### src/rtl/alu_pkg.sv
// Shared ALU definitions: major op encodings and the packed request bundle
// that the arbiter muxes onto the single ALU instance.
package alu_pkg;

   localparam logic [2:0] OP_ADD        = 3'b000;
   localparam logic [2:0] OP_SLL        = 3'b001;
   localparam logic [2:0] OP_SLT        = 3'b010;
   localparam logic [2:0] OP_SLTU_ALIAS = 3'b011;
   localparam logic [2:0] OP_XOR        = 3'b100;
   localparam logic [2:0] OP_SR         = 3'b101;
   localparam logic [2:0] OP_OR         = 3'b110;
   localparam logic [2:0] OP_AND        = 3'b111;

   // 'unsigned' is a keyword, so the compare qualifier is is_unsigned
   typedef struct packed {
      logic [2:0]  opsel;
      logic        sub;
      logic        is_unsigned;
      logic        arith;
      logic [31:0] op1;
      logic [31:0] op2;
   } alu_req_t;

endpackage

### src/rtl/alu.sv
// Combinational 32-bit ALU. eq/slt are produced for every opsel; the
// unsigned qualifier selects the compare flavour for both slt flag and SLT op.
module alu
   import alu_pkg::*;
(
   input  logic [2:0]  i_opsel,
   input  logic        i_sub,
   input  logic        i_unsigned,
   input  logic        i_arith,
   input  logic [31:0] i_op1,
   input  logic [31:0] i_op2,
   output logic [31:0] o_result,
   output logic        o_eq,
   output logic        o_slt
);

   logic [4:0] shamt;

   always_comb begin
      shamt = i_op2[4:0];
      o_eq  = (i_op1 == i_op2);
      o_slt = i_unsigned ? (i_op1 < i_op2) : ($signed(i_op1) < $signed(i_op2));
      o_result = '0;
      case (i_opsel)
         OP_ADD:                o_result = i_sub ? (i_op1 - i_op2) : (i_op1 + i_op2);
         OP_SLL:                o_result = i_op1 << shamt;
         OP_SLT, OP_SLTU_ALIAS: o_result = {31'd0, o_slt};
         OP_XOR:                o_result = i_op1 ^ i_op2;
         OP_SR:                 o_result = i_arith ? $unsigned($signed(i_op1) >>> shamt)
                                                   : (i_op1 >> shamt);
         OP_OR:                 o_result = i_op1 | i_op2;
         OP_AND:                o_result = i_op1 & i_op2;
         default:               o_result = '0;
      endcase
   end

endmodule

### src/rtl/rr_arb2.sv
// Two-way round-robin arbiter. The pointer names the requester preferred
// on contention and moves to the other requester on each advance.
module rr_arb2 #(
   parameter int RESET_PRIO = 0
) (
   input  logic       i_clk,
   input  logic       i_rst,
   input  logic [1:0] i_valid,
   input  logic       i_advance,
   output logic [1:0] o_grant
);

   logic ptr_q, ptr_d;

   always_comb begin
      o_grant = 2'b00;
      case (i_valid)
         2'b01:   o_grant = 2'b01;
         2'b10:   o_grant = 2'b10;
         2'b11:   o_grant = ptr_q ? 2'b10 : 2'b01;
         default: o_grant = 2'b00;
      endcase
      // Grant is one-hot on advance: winner 0 hands priority to 1 and vice versa
      ptr_d = ptr_q;
      if (i_advance) ptr_d = o_grant[0];
   end

   always_ff @(posedge i_clk) begin
      if (i_rst) ptr_q <= 1'(RESET_PRIO);
      else       ptr_q <= ptr_d;
   end

endmodule

### src/rtl/alu_arbiter.sv
// Shares one ALU between two valid/ready requesters with a single registered
// response slot. Define ALU_ARBITER_STATS_EN to add accept/conflict counters.
module alu_arbiter
   import alu_pkg::*;
#(
   parameter int TAG_W      = 4,
   parameter int RESET_PRIO = 0
) (
   input  logic             i_clk,
   input  logic             i_rst,
   input  logic             i_req0_valid,
   output logic             o_req0_ready,
   input  logic [2:0]       i_req0_opsel,
   input  logic             i_req0_sub,
   input  logic             i_req0_unsigned,
   input  logic             i_req0_arith,
   input  logic [31:0]      i_req0_op1,
   input  logic [31:0]      i_req0_op2,
   input  logic [TAG_W-1:0] i_req0_tag,
   input  logic             i_req1_valid,
   output logic             o_req1_ready,
   input  logic [2:0]       i_req1_opsel,
   input  logic             i_req1_sub,
   input  logic             i_req1_unsigned,
   input  logic             i_req1_arith,
   input  logic [31:0]      i_req1_op1,
   input  logic [31:0]      i_req1_op2,
   input  logic [TAG_W-1:0] i_req1_tag,
   output logic             o_rsp_valid,
   input  logic             i_rsp_ready,
   output logic             o_rsp_id,
   output logic [TAG_W-1:0] o_rsp_tag,
   output logic [31:0]      o_rsp_result,
   output logic             o_rsp_eq,
   output logic             o_rsp_slt
`ifdef ALU_ARBITER_STATS_EN
   ,
   output logic [31:0]      o_stat_grant0,
   output logic [31:0]      o_stat_grant1,
   output logic [31:0]      o_stat_conflict
`endif
);

   alu_req_t         req0, req1, sel;
   logic [1:0]       grant;
   logic             can_accept, accept;
   logic [31:0]      alu_result;
   logic             alu_eq, alu_slt;

   logic             rsp_valid_q, rsp_valid_d;
   logic             rsp_id_q, rsp_id_d;
   logic [TAG_W-1:0] rsp_tag_q, rsp_tag_d;
   logic [31:0]      rsp_result_q, rsp_result_d;
   logic             rsp_eq_q, rsp_eq_d;
   logic             rsp_slt_q, rsp_slt_d;

   rr_arb2 #(.RESET_PRIO(RESET_PRIO)) u_arb (
      .i_clk     (i_clk),
      .i_rst     (i_rst),
      .i_valid   ({i_req1_valid, i_req0_valid}),
      .i_advance (accept),
      .o_grant   (grant)
   );

   alu u_alu (
      .i_opsel    (sel.opsel),
      .i_sub      (sel.sub),
      .i_unsigned (sel.is_unsigned),
      .i_arith    (sel.arith),
      .i_op1      (sel.op1),
      .i_op2      (sel.op2),
      .o_result   (alu_result),
      .o_eq       (alu_eq),
      .o_slt      (alu_slt)
   );

   always_comb begin
      req0 = '{opsel: i_req0_opsel, sub: i_req0_sub, is_unsigned: i_req0_unsigned,
               arith: i_req0_arith, op1: i_req0_op1, op2: i_req0_op2};
      req1 = '{opsel: i_req1_opsel, sub: i_req1_sub, is_unsigned: i_req1_unsigned,
               arith: i_req1_arith, op1: i_req1_op1, op2: i_req1_op2};
      sel  = grant[1] ? req1 : req0;

      // Slot frees the same cycle it drains, giving bubble-free refill
      can_accept   = ~rsp_valid_q | i_rsp_ready;
      o_req0_ready = grant[0] & can_accept & ~i_rst;
      o_req1_ready = grant[1] & can_accept & ~i_rst;
      accept       = o_req0_ready | o_req1_ready;

      rsp_valid_d  = rsp_valid_q;
      rsp_id_d     = rsp_id_q;
      rsp_tag_d    = rsp_tag_q;
      rsp_result_d = rsp_result_q;
      rsp_eq_d     = rsp_eq_q;
      rsp_slt_d    = rsp_slt_q;
      if (accept) begin
         rsp_valid_d  = 1'b1;
         rsp_id_d     = o_req1_ready;
         rsp_tag_d    = o_req1_ready ? i_req1_tag : i_req0_tag;
         rsp_result_d = alu_result;
         rsp_eq_d     = alu_eq;
         rsp_slt_d    = alu_slt;
      end else if (i_rsp_ready) begin
         rsp_valid_d  = 1'b0;
      end
   end

   always_ff @(posedge i_clk) begin
      if (i_rst) begin
         rsp_valid_q  <= 1'b0;
         rsp_id_q     <= 1'b0;
         rsp_tag_q    <= '0;
         rsp_result_q <= '0;
         rsp_eq_q     <= 1'b0;
         rsp_slt_q    <= 1'b0;
      end else begin
         rsp_valid_q  <= rsp_valid_d;
         rsp_id_q     <= rsp_id_d;
         rsp_tag_q    <= rsp_tag_d;
         rsp_result_q <= rsp_result_d;
         rsp_eq_q     <= rsp_eq_d;
         rsp_slt_q    <= rsp_slt_d;
      end
   end

   assign o_rsp_valid  = rsp_valid_q;
   assign o_rsp_id     = rsp_id_q;
   assign o_rsp_tag    = rsp_tag_q;
   assign o_rsp_result = rsp_result_q;
   assign o_rsp_eq     = rsp_eq_q;
   assign o_rsp_slt    = rsp_slt_q;

`ifdef ALU_ARBITER_STATS_EN
   logic [31:0] stat_grant0_q, stat_grant0_d;
   logic [31:0] stat_grant1_q, stat_grant1_d;
   logic [31:0] stat_conflict_q, stat_conflict_d;

   always_comb begin
      stat_grant0_d   = stat_grant0_q + 32'(o_req0_ready);
      stat_grant1_d   = stat_grant1_q + 32'(o_req1_ready);
      stat_conflict_d = stat_conflict_q + 32'(i_req0_valid & i_req1_valid & accept);
   end

   always_ff @(posedge i_clk) begin
      if (i_rst) begin
         stat_grant0_q   <= '0;
         stat_grant1_q   <= '0;
         stat_conflict_q <= '0;
      end else begin
         stat_grant0_q   <= stat_grant0_d;
         stat_grant1_q   <= stat_grant1_d;
         stat_conflict_q <= stat_conflict_d;
      end
   end

   assign o_stat_grant0   = stat_grant0_q;
   assign o_stat_grant1   = stat_grant1_q;
   assign o_stat_conflict = stat_conflict_q;
`endif

endmodule

### config.mk
export PLATFORM = sky130hd
export DESIGN_NAME = alu_arbiter
export DESIGN_NICKNAME = d
export VERILOG_FILES = /design/src/rtl/alu_pkg.sv /design/src/rtl/alu.sv /design/src/rtl/rr_arb2.sv /design/src/rtl/alu_arbiter.sv
export SDC_FILE = /design/constraint.sdc
export NUM_CORES = 1
export LEC_CHECK = 0
export CAP_MARGIN = 10
export CORE_ASPECT_RATIO = 0.8
export CORE_UTILIZATION = 38
export DETAILED_ROUTE_END_ITERATION = 12
export PLACE_DENSITY = 0.64
export SKIP_CTS_REPAIR_TIMING = 1
export SYNTH_ARGS = -nofsm -noshare
export SYNTH_HDL_FRONTEND = slang
export SYNTH_SLANG_ARGS = --single-unit
### constraint.sdc
create_clock -name i_clk -period 6 [get_ports i_clk]
set_input_delay 1.2 -clock i_clk [delete_from_list [all_inputs] [get_ports i_clk]]
set_output_delay 1.2 -clock i_clk [all_outputs]
set_load 0.01 [all_outputs]
# [Word level (Yosys, flattened, before mapping)]
# Index checks and enable logic that the tools add are counted.
[word_totals] register_bits=41 latch_bits=0 ram_bits=0 romBits=0 inputBits=153 output_inout_bits=42 elab_cells=49 memories=0
[classes] add_sub_neg=2 n_mul=0 div_mod_pow=0 n_lt_le_gt_ge=2 n_eq_ne=11 shift=3 n_mux=10 n_bitwise=11 reduce_logical=3
[op_table] operator="$pmux 32 s7" n=1
[op_table] operator="$mux 70" n=1
[op_table] operator="$lt 32x32->1" n=2
[op_table] operator="$mux 32" n=2
[op_table] operator="$add 32x32->32" n=1
[op_table] operator="$and 32x32->32" n=1
[op_table] operator="$eq 32x32->1" n=1
[op_table] operator="$or 32x32->32" n=1
[op_table] operator="$shl 32x5->32" n=1
[op_table] operator="$shr 32x5->32" n=1
[op_table] operator="$sshr 32x5->32" n=1
[op_table] operator="$sub 32x32->32" n=1
[op_table] operator="$xor 32x32->32" n=1
[op_table] operator="$eq 3x3->1 const B" n=4
[op_table] operator="$eq 3x2->1 const B" n=2
[op_table] operator="$pmux 2 s3" n=1
[op_table] operator="$and 1x1->1" n=4
[op_table] operator="$eq 2x2->1 const B" n=2
[op_table] operator="$mux 4" n=1
[op_table] operator="$eq 3x1->1 const B" n=1
[op_table] operator="$logic_not 3->1" n=1
[op_table] operator="$mux 1" n=3
[op_table] operator="$eq 2x1->1 const B" n=1
[op_table] operator="$mux 2" n=1
[op_table] operator="4 further kinds" n=6

# [Depth between registers and ports, before layout]
# Gate-level depths: netlist of the first run.
[logic_depth] ltp_word=6 ltp_mapped=21 ltp_nobuf=16

# [By module]
# A second synthesis of the first run with hierarchy kept.
[hier_totals] hier_cells=1634 hier_area_um2=11168.2
[modules_own_cells] mod="alu" n_inst=1 cells_per_inst=1360 area_each_um2=8634.5
[modules_own_cells] mod="alu_arbiter" n_inst=1 cells_per_inst=267 area_each_um2=2466.1
[modules_own_cells] mod="rr_arb2" n_inst=1 cells_per_inst=7 area_each_um2=67.6

# [Worst setup path after synthesis of the first run]
# No wires, ideal clock.
[synth_timing] path_kind="input port to flip-flop" from="input i_req0_valid" to="register rsp_result_q[28], in the netlist o_rsp_result[28]" setup_ns=0.116 arrival_time_ns=5.021 required_time_ns=5.884 slack_ns=0.863 path_stages=21 path_cell_list="nand2b_1 > buf_4 > nand2_4 > buf_2 > buf_2 > clkbuf_1 > clkbuf_1 > nand2_1 > nand2_1 > inv_1 > ha_1 > fa_1 > o21bai_1 > a21oi_1 > a21boi_2 > o31ai_2 > a311oi_1 > and4_1 > o22a_1 > o22ai_1 > a31o_1"
[synth_between] elab_chain_len=6 word_cells_on_any_way=30
[synth_lines] element="start: declaration" line_no="alu_arbiter.sv:11" rtl="input logic i_req0_valid,"
[synth_lines] element="$eq 2x2->1 or $eq 2x1->1 (tied branches)" line_no="rr_arb2.sv:17" rtl="case (i_valid)"
[synth_lines] element="$pmux 2 s3 *" line_no="rr_arb2.sv:17"
[synth_lines] element="$mux 70" line_no="alu_arbiter.sv:82" rtl="sel = grant[1] ? req1 : req0;"
[synth_lines] element="$add 32x32->32, or another cell as far along" line_no="alu.sv:25" rtl="OP_ADD: o_result = i_sub ? (i_op1 - i_op2) : (i_op1 + i_op2);"
[synth_lines] element="$mux 32, or another cell as far along" line_no="alu.sv:25"
[synth_lines] element="$pmux 32 s7" line_no="alu.sv:24" rtl="case (i_opsel)"
[synth_lines] element="end signal: assignment" line_no="alu_arbiter.sv:120" rtl="rsp_result_q <= rsp_result_d;"
[synth_lines] element="end: declaration" line_no="alu_arbiter.sv:53" rtl="logic [31:0] rsp_result_q, rsp_result_d;"
# Mark *: on every way between the ends. The rest lies on a longest branch, timed or not.
# A chain may end at the register's enable or synchronous reset.

# [Final worst setup path of the first run]
[layout_timing] from="input i_req0_valid" to="register rsp_result_q[26], in the netlist o_rsp_result[26]"
# The elaborated chain is that of the path after synthesis.

==> results.md, run 1 <==
* Top_reg_cell synth: dfxtp_1
* Post-synthesis mux area share at 18.5%
* DR vias at 15600
* Crit end category: register
* CP peak stage delay at slightly above 0.5 ns
* First-pass GRT wire length at 94300 um
* Simple-gate portion of the synthesized area at 23.2%
* Buffers on Ports at 194
* CTS tree: built
* Num Clock Sinks at between 40 and 50
* Synth area leader: mux2i_1
* Wire per inst at ~27 um
* Final Max Tran Viols at 0
* Unrepaired setup endpoints after global routing: false
* Setup crit start kind: input pin
* Final Hold Fails at 0
* H-tree Lvls at 2
* DPL Wire Length at roughly 52000 um
* Power Density at 183 mW/mm^2
* Number of fill cells at 3336
* Required @ worst endpoint at roughly 6 ns
* Max-Cap Viols at 0
* Vias in the first global route at 14200
* Effective utilization at floorplan at 39.2%
* Largest net degree at the start of global routing at 69
* Die H at 164 um
* Synth warn at 0
* Die footprint at 0.0336 mm^2
* Worst Tran Pin Value at 1.00 ns
* Setup Viol. Count Final at 0
* P_leak at 6.40 nW
* Fin crit period at between 5 and 6 ns
* Final Instance Area at 0.0150 mm^2
* Synth Instances at 1851
* Met3 Use GR at 8.10%
* Outcome: complete, no violations
* Share of the synthesized area in the top cell type at 11.6%
* Overflow after GRT at 0
* Max-slew headroom at 33.0%
* IO Pins at 195
* Tcrit/Tclk final at 91.7%
* Yosys cell types at 93
* Post-route ant nets at 0
* Synth top area cells: mux2i_1, ha_1, nand2_1
* Area grow syn2layout at 20.6%
* Worst-path maximum fanout at 27
* Crit path top cell by count: buf_4
* Met1 GRT Util at 54.9%
* First-pass DRT Iterations at 6
* Slowest cell on crit path: clkdlybuf4s50_1
* Routed WL at 64500 um
* Clock latency at the later pin of the worst-skew pair at 0.31 ns
* Crit path DAT at between 5 and 6 ns
* Worst-path cell chain: clkdlybuf4s50_1 -> nor2b_2 -> nor2_8 -> buf_4 -> nand2_1 -> nand2_1 -> ha_1 -> buf_4 -> nor4_1 -> nand3b_1 -> o2111ai_1 -> a311oi_1 -> buf_4 -> o21bai_1 -> o22ai_1 -> nand3b_1 -> o211ai_1
* Clock slew at reported path FFs at around 0.06 ns
* Crit path kind: input pin to register
* Number of synthesized flops with an enable pin at 0
* Adder-cell area share of the yosys netlist at between 10 and 15%
* Clk_skew at 0.0223 ns
* Die X at roughly 200 um
* Met2 capacity usage during global routing at 54.3%
* CTS Root Buffer Type: clkbuf_16
* Compound-gate portion of the synthesized area at 31.6%
* Antenna violations before repair at 1
* Remaining DRCs at 0
* Syn Area/Cell at 6.74 um^2
* Post-DP Area at 0.0149 mm^2
* Max Buffers Root-to-Sink at 2
* Main combinational cell family by area after synthesis: compound AO/OA/AOI/OAI gates
* Share of the yosys chip area belonging to registers at under 10%
* Seq cells post-synth at 41
* Standard-cell rows at 58
* GP Congestion at 1.01
* Total CTS buffers at 5
* Async SR Flop Fraction at 0%
* Tot GR Track Use at 37.6%
* HP Class: register to register
* Syn Std Cell Area at 0.0125 mm^2
* Grt peak-use layer: met1
* Routed vias/inst at about 6.5
* Layout cells sized above 1 at 10.2%
* Syn_nets at between 2000 and 2500
* Most frequent cells in the layout: nand2_1, clkdlybuf4s50_1, o21ai_0
* Peak Freq at 182 MHz
* Initial DRC count at 2430
* CORE AREA at between 0.03 and 0.04 mm^2
* Max VDD drop at 96.7 uV
* Setup TNS at 0 ns
* Most common cell after layout, fill and taps aside: nand2_1
* Final net count at 2238
* Post-synthesis xor/xnor area fraction at 1.40%
## per-stage QoR
stage	instances	worst slack [ns]	total power, mW	utilization (%)	hold WS (ns)
after floorplan	1851	0.863	1.55	-	0.480
after global placement	2399	0.223	2.34	46.7	0.445
after detailed placement	2399	0.293	2.33	46.7	0.450
after CTS	2407	0.592	2.68	47.2	0.460
after global routing	2407	0.304	2.89	47.2	0.472
final	2408	0.500	2.76	47.2	0.455
## Yosys cell counts, types with 18 or more instances
master      n
nand2_1   285
o21ai_0   162
mux2i_1   144
a21oi_1   133
nor2_1    117
ha_1       97
inv_1      95
buf_2      66
mux2_2     60
clkbuf_1   59
nand3_1    57
nor3_1     44
dfxtp_1    41
o211ai_1   40
a211oi_1   33
a31oi_1    24
a221oi_1   23
a21o_1     21
and3_1     19
nor2b_1    18
## per-layer routing
layer | part of all wire (%) | wire length, um | up-vias
met2 | 40 | 26100 | 992
met1 | 44 | 28700 | 7487
met3 | 12 | 7710 | 97
met5 | 0.016 | 10 | -
li1 | - | - | 7066
met4 | 3.2 | 2030 | 2
## where the power goes
part	switching [mW]	internal, mW
Sequential	0.0240	0.299
Combinational	1.34	0.758
Clock	0.139	0.198
Total	1.51	1.26
## critical path, delay by kind of cell
kind                     cells  cell delay (ns)
AND/OR/NAND/NOR              7             1.76
buffers and inverters        4             1.28
adder cells (fa/ha/maj)      1             0.33
AO/OA/AOI/OAI                5             1.03
## path summary, 6_finish.rpt
path | cells past startpoint | start | end | slack, ns
max | 17 | i_req0_valid | o_rsp_result[26]$_SDFFE_PP0P_ | 0.50
min reg2reg | 2 | o_rsp_id$_SDFFE_PP0P_ | o_rsp_id$_SDFFE_PP0P_ | 0.46
min | 2 | o_rsp_id$_SDFFE_PP0P_ | o_rsp_id$_SDFFE_PP0P_ | 0.46
max reg2reg | 16 | u_arb.ptr_q$_SDFFE_PP0P_ | o_rsp_result[26]$_SDFFE_PP0P_ | 1.65
## sequential cells by signal, summed over array words and instances (netlist names)
name and flops:
o_rsp_id 1, o_rsp_valid 1, u_arb.ptr_q 1, o_rsp_slt 1
o_rsp_eq 1, o_rsp_result 32, o_rsp_tag 4
## kinds of logic (layout without fill, tap and decap cells)
family,count (synthesis),after routing
xor+xnor,20,20
compound gates,600,600
mux,215,215
flops,41,41
other cells,0,1
buf+inv,246,382
simple gates,630,630
fa+ha+maj,99,99
## area by class of cell
class                      instances  area (um^2)  share of cell area (%)
timing repair buffer             275         2560                    17.0
clock inverter                     3         43.8                   0.291
sequential                        41          821                    5.45
clock buffer                       5          125                   0.831
inverter                          99          377                    2.50
multi-input combinational       1564        10600                    70.4
tap                              420          526                    3.49
antenna                            1         2.50                  0.0166
(Power assumes the default switching activity.)
==> run 2: changes to the inputs <==
--- a/config.mk
+++ b/config.mk
@@ -10,7 +10,9 @@
 export CORE_UTILIZATION = 38
 export DETAILED_ROUTE_END_ITERATION = 12
 export PLACE_DENSITY = 0.64
+export REMOVE_ABC_BUFFERS = 1
 export SKIP_CTS_REPAIR_TIMING = 1
+export SLEW_MARGIN = 20
 export SYNTH_ARGS = -nofsm -noshare
 export SYNTH_HDL_FRONTEND = slang
 export SYNTH_SLANG_ARGS = --single-unit
==> constraint.sdc (replaced) <==
create_clock -name i_clk -period 6 [get_ports i_clk]
set_input_delay 0.6 -clock i_clk [delete_from_list [all_inputs] [get_ports i_clk]]
set_output_delay 0.6 -clock i_clk [all_outputs]
set_load 0.01 [all_outputs]
==> run 2 against run 1 <==
  * Fmax up 6.2%
  * Critical path depth down 1
  * Count of clock-buffer cells in the layout unchanged
  * Cell count down 0.91%
  * Register-to-register slack worse by 0.28 ns
  * Largest cell class unchanged
==> results.md, run 2 (same netlist as run 1, synthesis figures left out) <==
* Outcome: complete, no violations (unchanged)
* DPL Wire Length at 50900 um (was 51900 um)
* Internal power at 1.23 mW (was 1.26 mW)
* Grt peak-use layer: met1 (unchanged)
* Area grow syn2layout at 19.2% (was 20.6%)
* Hold Path Depth at 2 (unchanged)
* P_leak at 6.29 nW (was 6.40 nW)
* Final Hold Fails at 0 (unchanged)
* Most common cell after layout, fill and taps aside: nand2_1 (unchanged)
* Met1 GRT Util at 56.6% (was 54.9%)
* Peak Freq at 193 MHz (was 182 MHz)
* Die footprint at 0.0336 mm^2 (unchanged)
* DR vias at 15400 (was 15600)
* Max-slew headroom at 21.8% (was 33.0%)
* Initial DRC count at 2539 (was 2430)
* Max VDD drop at 114 uV (was 96.7 uV)
* Crit path kind: input pin to register (unchanged)
* Largest net degree at the start of global routing at 63 (was 69)
* Hold EP: o_rsp_id$_SDFFE_PP0P_ (unchanged)
* Setup WS post-layout at 0.822 ns (was 0.500 ns)
* Capture point of the worst reg-to-reg path: o_rsp_result[26]$_SDFFE_PP0P_ (unchanged)
* IO Pins at 195 (unchanged)
* Final Max Tran Viols at 0 (unchanged)
* HP Class: register to register (unchanged)
* Hold path start: o_rsp_id$_SDFFE_PP0P_ (unchanged)
* Fin crit period at 5.18 ns (was 5.50 ns)
* Worst Tran Pin Value at 1.16 ns (was 1.00 ns)
* Met2 capacity usage during global routing at 52.1% (was 54.3%)
* Tcrit/Tclk final at 86.3% (was 91.7%)
* Switching Share at 54.8% (was 54.5%)
* Fin cells at 2386 (was 2408)
* Overflow after GRT at 0 (unchanged)
* Buffers on Ports at 194 (unchanged)
* Crit end category: register (unchanged)
* Required @ worst endpoint at 6.19 ns (was 6.16 ns)
* Part of the power in registers at 11.9% (was 11.7%)
* # diodes at 0 (was 1)
* Antenna violations before repair at 3 (was 1)
* Total CTS buffers at 5 (unchanged)
* Remaining DRCs at 0 (unchanged)
* Number of fill cells at 3373 (was 3336)
* DP Cell Count at 2378 (was 2399)
* Max-Cap Viols at 0 (unchanged)
* First-pass GRT wire length at 94200 um (was 94300 um)
* Effective utilization at floorplan at 39.2% (unchanged)
* GP Congestion at 1.02 (was 1.01)
* Post-route ant nets at 0 (unchanged)
* Largest register FFs at 32 (unchanged)
* Routed vias/inst at 6.46 (was 6.50)
* Clock latency at the later pin of the worst-skew pair at 0.32 ns (was 0.31 ns)
* Vias in the first global route at 14100 (was 14200)
* Clk_skew at 0.0106 ns (was 0.0223 ns)
* Place WS at 0.619 ns (was 0.293 ns)
* Flop2flop setup slack at 1.37 ns (was 1.65 ns)
* Worst-path maximum fanout at 46 (was 27)
* Psw at 1.49 mW (was 1.51 mW)
* CORE AREA at 0.0319 mm^2 (unchanged)
* Clock slew at reported path FFs at 0.08 ns (was 0.06 ns)
* First-pass DRT Iterations at 6 (unchanged)
* Standard-cell rows at 58 (unchanged)
* Origin of the critical flop-to-flop path: u_arb.ptr_q$_SDFFE_PP0P_ (unchanged)
* Tot GR Track Use at 37.6% (about the same)
* Met3 Use GR at 8.79% (was 8.10%)
* Crit path DAT at 5.37 ns (was 5.66 ns)
* Final net count at 2217 (was 2238)
* Most frequent cells in the layout: nand2_1, clkdlybuf4s50_1, o21ai_0 (unchanged)
* Clock power frac at 13.0% (was 12.2%)
* Layout cells sized above 1 at 9.21% (was 10.2%)
* CTS tree: built (unchanged)
* Num Clock Sinks at 41 (unchanged)
* CTS Root Buffer Type: clkbuf_16 (unchanged)
* Routed WL at 64600 um (was 64500 um)
* Wire per inst at 27.1 um (was 26.8 um)
* Unrepaired setup endpoints after global routing: false (unchanged)
* Worst reg2reg path depth at 15 (was 16)
* Setup Viol. Count Final at 0 (unchanged)
* H-tree Lvls at 2 (unchanged)
* Setup crit start kind: input pin (unchanged)
* Gate power share at 75.2% (was 76.1%)
* Final Util at 46.7% (was 47.2%)
* Max Buffers Root-to-Sink at 2 (unchanged)
* Die X at 205 um (unchanged)
* Power Density at 183 mW/mm^2 (about the same)
* Die H at 164 um (unchanged)
-- run 2: worst max-delay path by stage --
stage / slack, ns / to / start
2_1_floorplan: -0.32 / o_rsp_result[27]$_SDFFE_PP0P_ / i_req0_valid
3_3_place_gp: 0.60 / o_rsp_result[28]$_SDFFE_PP0P_ / i_req0_valid
3_5_place_dp: 0.62 / o_rsp_result[28]$_SDFFE_PP0P_ / i_req0_valid
4_1_cts: 0.94 / o_rsp_result[28]$_SDFFE_PP0P_ / i_req0_valid
5_1_grt: 0.61 / o_rsp_result[26]$_SDFFE_PP0P_ / i_req0_valid
6_report: 0.82 / o_rsp_result[26]$_SDFFE_PP0P_ / i_req0_valid
-- run 2: power by group through the flow --
| stage | combinational [mW] | clock [mW] | sequential, mW |
|---|---|---|---|
| floorplan | 1.15 | 0 | 0.330 |
| global placement | 1.97 | 0 | 0.328 |
| detailed placement | 1.96 | 0 | 0.327 |
| CTS | 1.97 | 0.355 | 0.321 |
| global route | 2.16 | 0.361 | 0.324 |
| finish | 2.05 | 0.354 | 0.323 |
-- run 2: layout make-up --
type,count,area (um^2),area share [%]
clock buffer,5,125,0.842
clock inverter,3,43.8,0.295
inverter,99,377,2.53
multi-input combinational,1564,10600,71.3
sequential,41,821,5.52
tap,420,526,3.53
timing repair buffer,254,2380,16.0
-- run 2: critical path, stage by stage --
cell             delay (ns)
clkdlybuf4s50_1        0.51
nor2b_2                0.25
nor2_8                 0.60
buf_4                  0.34
nand2_1                0.07
nand2_1                0.12
ha_1                   0.37
nor4_1                 0.66
nand4b_1               0.17
inv_1                  0.15
o31ai_2                0.12
a311oi_1               0.59
o21bai_1               0.23
o22ai_1                0.27
nand3b_1               0.15
o211ai_1               0.08
-- run 2: per-layer routing --
layer	routed length, um	vias to the layer above
met5	12	-
met4	1920	2
met3	8050	113
met2	25000	988
met1	29600	7304
li1	-	7013
-- run 2: metrics by stage --
step	power, mW	hold slack, ns	area, um^2	setup TNS, ns
5_1_grt	2.85	0.507	14900	0
3_5_place_dp	2.29	0.454	14700	0
2_1_floorplan	1.48	0.474	11800	-1.52
6_report	2.72	0.460	14900	0
4_1_cts	2.65	0.468	14900	0
3_3_place_gp	2.30	0.445	14700	0
